[config.mk]
export PLATFORM = sky130hd
export DESIGN_NAME = pipe_hazard_tracker
export DESIGN_NICKNAME = d
export VERILOG_FILES = /design/src/rtl/pipe_pkg.sv /design/src/rtl/hazard_slot_match.sv /design/src/rtl/pipe_hazard_tracker.sv
export SDC_FILE = /design/constraint.sdc
export NUM_CORES = 1
export LEC_CHECK = 0
export ABC_AREA = 1
export CORE_MARGIN = 4
export CORE_UTILIZATION = 51
export DETAILED_ROUTE_END_ITERATION = 8
export PLACE_DENSITY = 0.8
export RECOVER_POWER = 25
export SYNTH_ARGS = -nofsm -noshare
export SYNTH_HDL_FRONTEND = slang
export SYNTH_SLANG_ARGS = --single-unit
[constraint.sdc]
create_clock -name clk -period 2.2 [get_ports clk]
set_input_delay 0.22 -clock clk [delete_from_list [all_inputs] [get_ports clk]]
set_output_delay 0.22 -clock clk [all_outputs]
set_load 0.005 [all_outputs]
[src/rtl/pipe_pkg.sv]
// pipe_pkg: shared types and sizes for the pipeline hazard tracker
//   slot_t      - one tracked pipeline slot {valid, wr_en, dest, is_load}
//   NUM_REGS    - register file size
//   REG_W       - register index width
//   STALL_CNT_W - stall cycle counter width
//   is_src()    - true when a slot holds a pending write to a real register (R0 excluded)
package pipe_pkg;
    localparam int NUM_REGS    = 8;
    localparam int REG_W       = 3;
    localparam int STALL_CNT_W = 16;

    typedef struct packed {
        logic             valid;
        logic             wr_en;
        logic [REG_W-1:0] dest;
        logic             is_load;
    } slot_t;

    function automatic logic is_src(input slot_t s);
        return s.valid & s.wr_en & (s.dest != '0);
    endfunction
endpackage

[src/rtl/hazard_slot_match.sv]
// hazard_slot_match: flags one source register as dependent on one tracked slot
//   slot - tracked slot contents
//   src  - decode-stage source register index
//   hit  - slot is a hazard source writing src
module hazard_slot_match
    import pipe_pkg::*;
(
    input  slot_t            slot,
    input  logic [REG_W-1:0] src,
    output logic             hit
);
    assign hit = is_src(slot) & (slot.dest == src);
endmodule

[src/rtl/pipe_hazard_tracker.sv]
// pipe_hazard_tracker: RAW interlock for a 5-stage pipe (EX/MEM/WB write tracking)
//   clk           - system clock, rising edge
//   rst_n         - asynchronous active-low reset
//   issue_valid   - decode presents an instruction
//   issue_wr_en   - it writes the register file
//   issue_dest    - its destination register
//   issue_is_load - it is a memory load
//   q_rs, q_rt    - decode source fields
//   q_rt_used     - Rt is a real source operand
//   flush         - redirect; kill the presented instruction
//   stall         - hold PC and IF/ID, bubble into ID/EX
//   busy          - per-register pending-write map
//   stall_cnt     - saturating count of stall cycles
// Macro PIPE_HAZARD_FWD_EN: with full forwarding only load-use in EX interlocks;
// undefined, any pending EX or MEM write to a source interlocks.
module pipe_hazard_tracker
    import pipe_pkg::*;
(
    input  logic                   clk,
    input  logic                   rst_n,
    input  logic                   issue_valid,
    input  logic                   issue_wr_en,
    input  logic [REG_W-1:0]       issue_dest,
    input  logic                   issue_is_load,
    input  logic [REG_W-1:0]       q_rs,
    input  logic [REG_W-1:0]       q_rt,
    input  logic                   q_rt_used,
    input  logic                   flush,
    output logic                   stall,
    output logic [NUM_REGS-1:0]    busy,
    output logic [STALL_CNT_W-1:0] stall_cnt
);
    slot_t            ex_q, mem_q, wb_q, ex_d;
    logic [REG_W-1:0] srcs [2];
    logic [1:0]       ex_hit, src_hit;
    logic             unused_ld;

    assign srcs[0] = q_rs;
    assign srcs[1] = q_rt;

    genvar s;
    generate
        for (s = 0; s < 2; s++) begin : g_ex
            hazard_slot_match u_ex (.slot(ex_q), .src(srcs[s]), .hit(ex_hit[s]));
        end
    endgenerate

`ifdef PIPE_HAZARD_FWD_EN
    assign src_hit = ex_hit & {2{ex_q.is_load}};
`else
    logic [1:0] mem_hit;
    generate
        for (s = 0; s < 2; s++) begin : g_mem
            hazard_slot_match u_mem (.slot(mem_q), .src(srcs[s]), .hit(mem_hit[s]));
        end
    endgenerate
    assign src_hit = ex_hit | mem_hit;
`endif

    // Gated by rst_n so stall is low during reset regardless of inputs.
    assign stall = rst_n & issue_valid & ~flush & (src_hit[0] | (q_rt_used & src_hit[1]));

    assign ex_d = (issue_valid & ~stall & ~flush) ? '{1'b1, issue_wr_en, issue_dest, issue_is_load} : '0;

    // is_load only matters for EX under forwarding; keep the record uniform anyway.
    assign unused_ld = ^{ex_q.is_load, mem_q.is_load, wb_q.is_load};

    always_comb begin
        busy = '0;
        if (is_src(ex_q)) busy[ex_q.dest] = 1'b1;
        if (is_src(mem_q)) busy[mem_q.dest] = 1'b1;
        if (is_src(wb_q)) busy[wb_q.dest] = 1'b1;
    end

    always_ff @(posedge clk or negedge rst_n) begin
        if (!rst_n) begin
            ex_q      <= '0;
            mem_q     <= '0;
            wb_q      <= '0;
            stall_cnt <= '0;
        end else begin
            ex_q  <= ex_d;
            mem_q <= ex_q;
            wb_q  <= mem_q;
            if (stall && stall_cnt != '1) stall_cnt <= stall_cnt + 1'b1;
        end
    end
endmodule

==> impl_results.md <==
* Outcome: finished, final reports clean
* Sequential Power Share at 46.6%
* Sw power at 0.282 mW
* Switching share of total power at 22.1%
* Combinational power share at 8.3%
* Period utilization at 95.3%
* Main flop type after synthesis: dfrtp_1
* Clk slew on worst S/H paths at 60 ps
* Skew final at 4.94 ps
* Setup WS pre-CTS at 63.1 ps
* # placed instances at 342
* Clock Tree Buf Depth at 2
* PD cells at 500 nW/µm²
* Mapped Nets at 275
* Die H at 70.1 µm
* Drt first pass iters at 4
* EDFF count, synth at 0
* Die X at 70.1 µm
* Rel. slew slack at 50.9%
* Clock share of power at 45.1%
* Ys async rst share at 100%
* Post-DRT Antenna Nets at 0
* Routed WL at 4640 µm
* Mean Syn Cell Area at 7.61 µm²
* Fmax at 477 MHz
* Cell Area, Placed at 2400 µm²
* Die ar. at 4910 µm²
* Initial antenna violation count at 0
* CTS Buf Count at 5
* Max-Cap Viols at 0
* Final Hold Viols at 0
* Initial core utilization at 53.3%
* Inserted Diodes at 0
* Vias in the first global route at 1,833
* VDD IR max at 0.000517 V
* Hold crit path type: flip-flop to flip-flop
* P_leak at 1.27 nW
* Max-slew violation count at 0
* Synth Register Bits at 31
* Row cnt at 22
* Gate Count Post-Synth at 258
* Synthesized area at 1960 µm²
* Crit path required time at 1980 ps
* Layout area overhead at 30.3%
* H-tree levels at 2
* Final period demand of the worst path at 2100 ps
* DR DRC count at 0
* 1st-iter DRT viols at 119
* Post-layout util at 69.4%
* GP Congestion at 0.973
* Fill count at 317
* Tot Pwr at 1.28 mW
* Number of vias per cell at 5.26
* GRT Total Usage at 20.4%
* PortBufs at 38
* Core ar. at 3690 µm²
* Remaining Overflow, GRT at 0
* Share of cells above drive strength 1 at 15.0%
* Worst slew pin tran at 737 ps
* CTS tree: yes
* Fin Setup TNS at 0 ps
* Hold Slack at 377 ps
* Arrival @ worst endpoint at 1880 ps
* Crit start category: flip-flop
* Clock sinks at 31
* First-pass GRT wire length at 8150 µm
* Finished Layout Cells at 354
* Hpwl dp at 3280 µm
* P_int at 0.996 mW
* Critical Path Sink Type: output pin
* Setup slack after layout at 104 ps
* Netlist cell types at 30
* Syn. warnings at 0
* Largest net degree at the start of global routing at 32
* IO Pins at 41
* Vias at 1,862
* Drt wl/cell at 13.1 µm
* RSZ-0062 raised after global routing: no
* CP max FO at 6
* Final Setup Violations at 0
* Post-synthesis sequential area ratio at 39.5%
* Final Net Count at 322
* Final instance area at 2560 µm²
* Root buf cell: clkbuf_8
* Setup CP Type: flip-flop to output pin
* Later-pin clock latency in the skew report at 290 ps
metal layers:
| metal | GRT usage [%] | up-vias | part of all wire (%) |
|---|---|---|---|
| li1 | - | 920 | - |
| met1 | 25.7 | 876 | 46 |
| met2 | 32.5 | 60 | 48 |
| met3 | 5.04 | 6 | 4.8 |
| met4 | 9.79 | 0 | 1.7 |
| met5 | 0 | - | 0 |
critical path, stage by stage (launching register included):
cell and delay, ps:
dfrtp_1 510, nor2_4 70, nand2_1 60, nand2_1 80
o311ai_0 300, clkdlybuf4s50_1 560
power by group through the flow:
stage	clock, mW	combinational (mW)	sequential (mW)
final	0.577	0.106	0.596
after CTS	0.591	0.106	0.596
after floorplan	0	0.0500	0.602
after global routing	0.614	0.119	0.597
after global placement	0	0.0987	0.607
after detailed placement	0	0.101	0.607
what timing repair did:
item	in CTS	in global routing
buffers inserted	3	1
resized for setup	4	7
pin swaps	0	2
hold buffers	0	0
endpoints found under the setup margin	3	6
kinds of logic (layout without fill, tap and decap cells):
| logic type | Yosys count | after routing | share of synthesized area, % |
|---|---|---|---|
| AO/OA/AOI/OAI | 9 | 9 | 4.40 |
| flip-flops | 31 | 31 | 39.5 |
| AND/OR/NAND/NOR | 160 | 160 | 39.1 |
| buffers and inverters | 38 | 86 | 8.15 |
| XOR/XNOR | 18 | 18 | 8.03 |
| adder cells (fa/ha/maj) | 1 | 1 | 0.637 |
| other | 1 | 1 | 0.191 |
sequential cells by signal (all words and copies together), names as in the netlist:
signal     flops
stall_cnt     16
ex_q           5
mem_q          5
wb_q           5
cell usage after synthesis (3+ instances only):
cell type	n	share of area [%]
nand2_1	72	14
dfrtp_1	31	39
inv_1	27	5.2
nor2_1	27	5.2
nand4_1	21	6.7
nand3_1	16	4.1
nand2_2	11	3.5
xnor2_1	9	4.0
xor2_1	9	4.0
inv_2	4	0.76
nor3_1	4	1.0
nor2_2	3	0.96
o311ai_0	3	1.3
worst paths after layout:
kind,depth (start not counted),slack [ps],from,endpoint
max,5,100,mem_q[3],busy[7]
min in group asynchronous,2,590,rst_n,mem_q[5]
max in group asynchronous,2,1100,rst_n,mem_q[2]
max reg2reg,8,300,stall_cnt[0],stall_cnt[1]
min reg2reg,0,380,mem_q[5],wb_q[5]
min,0,380,mem_q[5],wb_q[5]
layout make-up:
cell class,instances,area [µm²],area share [%]
timing repair buffer,47,455,17.8
clock inverter,2,35.0,1.37
inverter,31,116,4.55
clock buffer,6,82.6,3.23
tap,48,60.1,2.35
sequential,31,778,30.4
multi-input combinational,189,1030,40.3
layout by cell type, fill, tap and decap left out, types with 6 or more instances in the layout:
cell type,count
nand2_1,72
clkdlybuf4s50_1,33
dfrtp_1,29
inv_1,26
nor2_1,26
nand4_1,21
nand3_1,16
nand2_2,11
xnor2_1,9
xor2_1,9
buf_4,8
clkbuf_8,6
(Power assumes the default switching activity.)
